`config.mk`:
```
export PLATFORM = sky130hd
export DESIGN_NAME = mem_bridge
export DESIGN_NICKNAME = d
export VERILOG_FILES = /design/src/rtl/mem_bridge.sv
export SDC_FILE = /design/constraint.sdc
export NUM_CORES = 1
export LEC_CHECK = 0
export CAP_MARGIN = 40
export CORE_MARGIN = 2
export CORE_UTILIZATION = 56
export DETAILED_ROUTE_END_ITERATION = 12
export DONT_BUFFER_PORTS = 1
export PLACE_DENSITY = 0.74
export SYNTH_ARGS = -nofsm -noshare
export SYNTH_HDL_FRONTEND = slang
export SYNTH_SLANG_ARGS = --single-unit
```
`constraint.sdc`:
```
create_clock -name clk -period 1.9 [get_ports clk]
set_clock_uncertainty 0.2 [all_clocks]
set_input_delay 0.285 -clock clk [delete_from_list [all_inputs] [get_ports clk]]
set_output_delay 0.285 -clock clk [all_outputs]
set_load 0.01 [all_outputs]
```
`src/rtl/mem_bridge.sv`:
```
// ============================================================================
// mem_bridge : CPU memory-stage to single-request external memory bridge
//              with wait-state timeout and a sticky error flag.
// Revision   : 1.0
// ============================================================================
`default_nettype none

module mem_bridge #(
  parameter int unsigned TIMEOUT = 255
) (
  input  logic        clk,
  input  logic        reset,
  input  logic [31:0] aluoutM,
  input  logic [31:0] writedataM,
  input  logic        memwriteM,
  input  logic        memreadM,
  output logic [31:0] readdataM,
  output logic        stallM,
  output logic        mem_req,
  output logic        mem_we,
  output logic [31:0] mem_addr,
  output logic [31:0] mem_wdata,
  input  logic        mem_ack,
  input  logic [31:0] mem_rdata,
  output logic        err
);

  localparam logic [7:0]  C_CNT_LAST = 8'(TIMEOUT - 1);
  localparam logic [31:0] C_TO_DATA  = 32'hDEADBEEF;

  typedef enum logic [1:0] {
    S_IDLE = 2'd0,
    S_WAIT = 2'd1,
    S_DONE = 2'd2
  } state_t;

  state_t      state_q;
  logic [7:0]  cnt_q;
  logic        mem_req_q;
  logic        mem_we_q;
  logic [31:0] mem_addr_q;
  logic [31:0] mem_wdata_q;
  logic [31:0] rdata_q;
  logic        err_q;

  logic        w_access;
  logic        w_misaligned;

  assign w_access     = memwriteM | memreadM;
  assign w_misaligned = (aluoutM[1:0] != 2'b00);

  always_ff @(posedge clk) begin
    if (reset) begin
      state_q     <= S_IDLE;
      cnt_q       <= 8'd0;
      mem_req_q   <= 1'b0;
      mem_we_q    <= 1'b0;
      mem_addr_q  <= 32'd0;
      mem_wdata_q <= 32'd0;
      rdata_q     <= 32'd0;
      err_q       <= 1'b0;
    end else begin
      case (state_q)
        S_IDLE: begin
          if (w_access) begin
            // Store wins when both requests are raised together.
            mem_addr_q  <= {aluoutM[31:2], 2'b00};
            mem_wdata_q <= writedataM;
            mem_we_q    <= memwriteM;
            mem_req_q   <= 1'b1;
            cnt_q       <= 8'd0;
            state_q     <= S_WAIT;
            if (w_misaligned) begin
              err_q <= 1'b1;
            end
          end
        end
        S_WAIT: begin
          if (mem_ack) begin
            if (!mem_we_q) begin
              rdata_q <= mem_rdata;
            end
            mem_req_q <= 1'b0;
            cnt_q     <= 8'd0;
            state_q   <= S_DONE;
          end else if (cnt_q == C_CNT_LAST) begin
            if (!mem_we_q) begin
              rdata_q <= C_TO_DATA;
            end
            mem_req_q <= 1'b0;
            cnt_q     <= 8'd0;
            err_q     <= 1'b1;
            state_q   <= S_DONE;
          end else begin
            cnt_q <= cnt_q + 8'd1;
          end
        end
        S_DONE: begin
          state_q <= S_IDLE;
        end
        default: begin
          state_q <= S_IDLE;
        end
      endcase
    end
  end

  // Reset forces the stall decision to see IDLE, never DONE.
  assign stallM    = w_access & (reset | (state_q != S_DONE));
  assign readdataM = rdata_q;
  assign mem_req   = mem_req_q;
  assign mem_we    = mem_we_q;
  assign mem_addr  = mem_addr_q;
  assign mem_wdata = mem_wdata_q;
  assign err       = err_q;

endmodule

`default_nettype wire

```
======== Word level (Yosys, flattened, before mapping) ========
Index checks and enable logic that the tools add are counted.
word-level totals
  bits in registers ....................... 107
  input port bits ......................... 101
  output and inout bits ................... 100
  logic and storage cells ................. 52
operators by class
  $add $sub $neg .......................... 1
  equal/unequal tests ..................... 8
  multiplexer cells ....................... 21
  bitwise operators ....................... 4
  reduce and logical (&&, ||, !) cells .... 10
operators by type and width
  kind                                                             count
  32-bit two-way mux                                               4
  8-bit two-way mux                                                3
  8-bit one-hot mux with 2 select lines                            1
  2-bit != test, second input constant                             5
  8-bit by 1-bit adder with 8-bit output, second input constant    1
  8-bit == test, second input constant                             1
  1-bit two-way mux                                                7
  2-bit two-way mux                                                3
  2-bit AND reduction                                              3
  3-bit AND reduction                                              2
  2-bit nonzero test                                               3
  5-bit AND reduction                                              1
  1-bit one-hot mux with 2 select lines                            2
  2-bit one-hot mux with 2 select lines                            1
  3-bit != test, second input constant                             1
  2-bit by 1-bit == test with 1-bit output, second input constant  1
  2-bit logical NOT                                                1
  1-bit bitwise OR                                                 2
  1-bit bitwise AND                                                1
  1-bit inverter                                                   1

======== Depth between registers and ports, before layout ========
  word-level depth ........................ 4
  gate-level depth with buffers ........... 7

======== Worst setup path after synthesis ========
Ideal clock, no wire load.
  kind .................................... register to register
  start ................................... reg cnt_q[0]
  end ..................................... reg rdata_q[0], in the netlist readdataM[0]
  library setup time ...................... 119 ps
  arrival time ............................ 1,600 ps
  data required time ...................... 1,581 ps
  setup slack ............................. -18 ps
  stages on the path, launching flop included .. 8
  buffers on the path ..................... 1
  period minus slack after synthesis ...... 1,918 ps
  cell sequence ........................... dfxtp_1 -> inv_1 -> ha_1 -> and3_1 -> a21oi_1 -> nor2_4 -> buf_6 -> o221a_1
on the way
  word-level cells in the longest chain between the ends .. 3
RTL lines
  item                                  RTL line  text
  start: declaration                    38        logic [7:0] cnt_q;
  start signal: assignment              95        cnt_q <= cnt_q + 8'd1;
  8-bit == test                         86        end else if (cnt_q == C_CNT_LAST) begin
  2-bit nonzero test (no source line)   n/a
  3-bit AND reduction (no source line)  n/a
  end signal: assignment                81        rdata_q <= mem_rdata;
  end: declaration                      43        logic [31:0] rdata_q;
No other way between the ends.
A chain may end at the register's enable or synchronous reset.

======== Worst setup path after layout ========
  start ................................... reg state_q[1]
  end ..................................... reg rdata_q[19], in the netlist readdataM[19]
on the way
  word-level cells in the longest chain between the ends .. 2
RTL lines
  item                                      RTL line  text
  start: declaration                        37        state_t state_q;
  start signal: assignment                  54        state_q <= S_IDLE;
  start signal: assignment                  72        state_q <= S_WAIT;
  start signal: assignment                  85        state_q <= S_DONE;
  2-bit by 1-bit == test with 1-bit output  63        case (state_q)
  3-bit AND reduction (no source line)      n/a
No other way between the ends.

==> flow_summary.yaml <==
global_route:
  gr-total-overflow: 0
  antenna_found_initial: 0
  grt_max_degree: 79
  globalRouteTotalUtil_pct: 23.77
  grt_pass1_wl_um: 14080
  grt_pass1_vias: 2936
synth:
  ys_async_sr_fraction_pct: 0
  synth_most_common_cell: "nand2_1"
  synth_area_leaders: "dfxtp_1, nand2_1, a21oi_1"
  synth_cell_types: 37
  synthFlopType: "dfxtp_1"
  yosys.area.top_type: "dfxtp_1"
  synth-seq-cells: 107
  avgSynthCellArea_um2: 8.784
  synth-warning-count: 0
  synth_edf_count: 0
  synthesis.instances: 441
  yosys-top-cells-count: "nand2_1, dfxtp_1, a21oi_1"
  ys_seq_area_share_pct: 55.30
  syn_area_mm2: 0.003874
  synth_top_area_share_pct: 55.30
floorplan:
  start_util_pct: 57.33
  rows: 30
  die_area_mm2: 0.007599
  ios: 201
  dieHeight_um: 87.17
  die_w_um: 87.17
  core_area_mm2: 0.006756
critical_path:
  r2r_start: "state_q[1]$_SDFFE_PP0P_"
  start_kind: "flip-flop"
  worstPathMaxFanout: 24
  endpoint_kind: "flip-flop"
  crit_slowest_cell: "dfxtp_1"
  worstPathArrival_ps: 1860
  worst-path-buf-inv: 1
  required_ps: 1950
  worstReg2RegEnd: "readdataM[19]$_SDFFE_PP0P_"
  path_class: "reg -> reg"
  crit_chain: "or3b_1, or2_1, buf_4, o221a_2"
  r2r_slack_ps: 90
  crit_family: "simple AND/OR/NAND/NOR gates"
  max_stage_delay_ps: 420
  reg2reg_depth: 4
clock_network:
  clk_path_buf_depth: 2
  numCtsBuffers: 9
  path_clk_slew_ps: 110
  cts_max_level: 3
  cts_sinks: 107
  root_buffer: "clkbuf_8"
  tritoncts: "built"
  clkLatencyLatePin_ps: 360
  cts_hold_buf: 25
placement:
  numPortBuffers: 0
  dpl_cell_area_mm2: 0.003980
  dpl.cell_count: 506
  place_congestion: 0.7943
  dp_hpwl_um: 6398
power:
  powerDensity_mw_per_mm2: 1011
  p_sw_share_pct: 27.85
  p_leak_nw: 1.666
  p_comb_share_pct: 10.9
  p_int_mw: 3.248
  switchingPower_mw: 1.254
  seqPwrFrac_pct: 57.5
  p_clk_share_pct: 31.6
  vdd_drop_max_uv: 573.1
cells_and_area:
  nets: 565
  drive_above_1_share_pct: 9.422
  fin_area_mm2: 0.004454
  final_util_pct: 65.93
  synthToLayoutAreaGrowth_pct: 14.99
  num_antenna_cells: 0
  final_cells: 547
hold_path:
  worstHoldEndpoint: "mem_wdata[20]$_SDFFE_PP0P_"
  hp-class: "in -> reg"
  hold_depth: 1
  hold_start: "reset"
drt:
  via_per_inst: 5.784
  dr.pass1.iters: 6
  drtIter0Drc: 121
  drcViolationCount: 0
  num_vias: 3164
  antenna_left: 0
  drt-total-wl_um: 9506
  post_drt_wl_per_cell_um: 17.38
sta:
  layout_worst_path_cycle_share_pct: 95.48
  timing.hold.ws_ps: -217.0
  finalSetupViolCount: 0
  hold_violations: 78
  slew_violations: 0
  finalWorstPathRequiredPeriod_ps: 1814
  tns_ps: 0
  fmax_ghz: 0.5512
  rsz0062_at_grt: "false"
job:
  maxCapViolCount: 0
run_status:
  violations: "hold timing"
  status: "complete, but fails checks"
==> worst max path at each step <==
stage                                 start                         end  depth (start not counted)  slack (ps)
global route        state_q[1]$_SDFFE_PP0P_  readdataM[19]$_SDFFE_PP0P_                          4           2
CTS                 state_q[0]$_SDFFE_PP0P_         mem_we$_SDFFE_PP0P_                          6          30
finish              state_q[1]$_SDFFE_PP0P_  readdataM[19]$_SDFFE_PP0P_                          4          90
global placement      cnt_q[0]$_SDFFE_PP0P_       cnt_q[4]$_SDFFE_PP0P_                          7         150
floorplan             cnt_q[0]$_SDFFE_PP0P_   readdataM[0]$_SDFFE_PP0P_                          7          90
detailed placement    cnt_q[0]$_SDFFE_PP0P_       cnt_q[4]$_SDFFE_PP0P_                          7          80
==> layout by cell type, fill, tap and decap left out, types with 2 or more instances in the layout <==
| cell type | instances |
|---|---|
| o221a_2 | 4 |
| a21oi_1 | 72 |
| and3_1 | 2 |
| clkbuf_8 | 9 |
| conb_1 | 2 |
| nand4_1 | 2 |
| o21ai_0 | 11 |
| nor2_1 | 11 |
| buf_4 | 15 |
| nor2_4 | 2 |
| buf_12 | 2 |
| o21a_1 | 2 |
| ha_1 | 2 |
| inv_8 | 2 |
| dfxtp_1 | 107 |
| inv_1 | 4 |
| o221a_1 | 20 |
| nand2_1 | 134 |
| dlygate4sd3_1 | 25 |
| nor3_1 | 6 |
| xnor2_1 | 5 |
| nand3_1 | 4 |
| a31oi_1 | 2 |
==> cell type report <==
cell class | count | area, µm²
Clock buffer | 9 | 123.9
Inverter | 5 | 18.77
Clock inverter | 7 | 82.58
Sequential cell | 107 | 2142
Fill cell | 534 | 2302
Timing Repair Buffer | 42 | 402.9
Tap cell | 80 | 100.1
Multi-Input combinational cell | 297 | 1584
==> state kept, by name, summed over array words and instances, names as in the netlist <==
name,count
mem_addr,30
readdataM,32
state_q,2
mem_wdata,32
cnt_q,8
err,1
mem_we,1
mem_req,1
==> logic make-up (layout without fill, tap and decap cells) <==
| family | Yosys count | count (layout) | synth area share [%] |
|---|---|---|---|
| compound gates | 117 | 117 | 19.61 |
| fa+ha+maj | 2 | 2 | 0.6459 |
| buf+inv | 38 | 63 | 4.909 |
| xor+xnor | 5 | 5 | 1.130 |
| simple gates | 171 | 171 | 18.31 |
| other cells | 1 | 2 | 0.09681 |
| flops | 107 | 107 | 55.30 |
==> what timing repair did <==
action | 4_1_cts | 5_1_grt
setup buffers | 0 | 0
endpoints found under the setup margin | 0 | 15
hold endpoints to repair | 101 | 76
resized for setup | 0 | 3
==> metrics by stage <==
step,power [mW],hold slack (ps),worst slack (ps)
finish,4.502,-217.0,85.85
global route,4.690,-245.1,1.860
CTS,4.513,-239.3,29.96
detailed placement,3.078,160.8,80.60
global placement,3.052,158.2,147.4
floorplan,2.964,221.0,86.32
==> metal layers <==
metal	up-vias	GRT usage [%]	routed length (µm)
met5	-	0	0
met4	0	8.811	123
met3	13	7.393	946
met2	155	41.08	4665
met1	1456	27.63	3770
li1	1540	-	-
==> power by group through the flow <==
| stage | logic [mW] | registers (mW) | clock network (mW) |
|---|---|---|---|
| after detailed placement | 0.439 | 2.64 | 0 |
| after global placement | 0.416 | 2.64 | 0 |
| after floorplan | 0.357 | 2.61 | 0 |
| after global routing | 0.548 | 2.61 | 1.53 |
| after CTS | 0.482 | 2.59 | 1.44 |
| final | 0.491 | 2.59 | 1.42 |
Note: power is estimated with default switching activity, not from simulation.
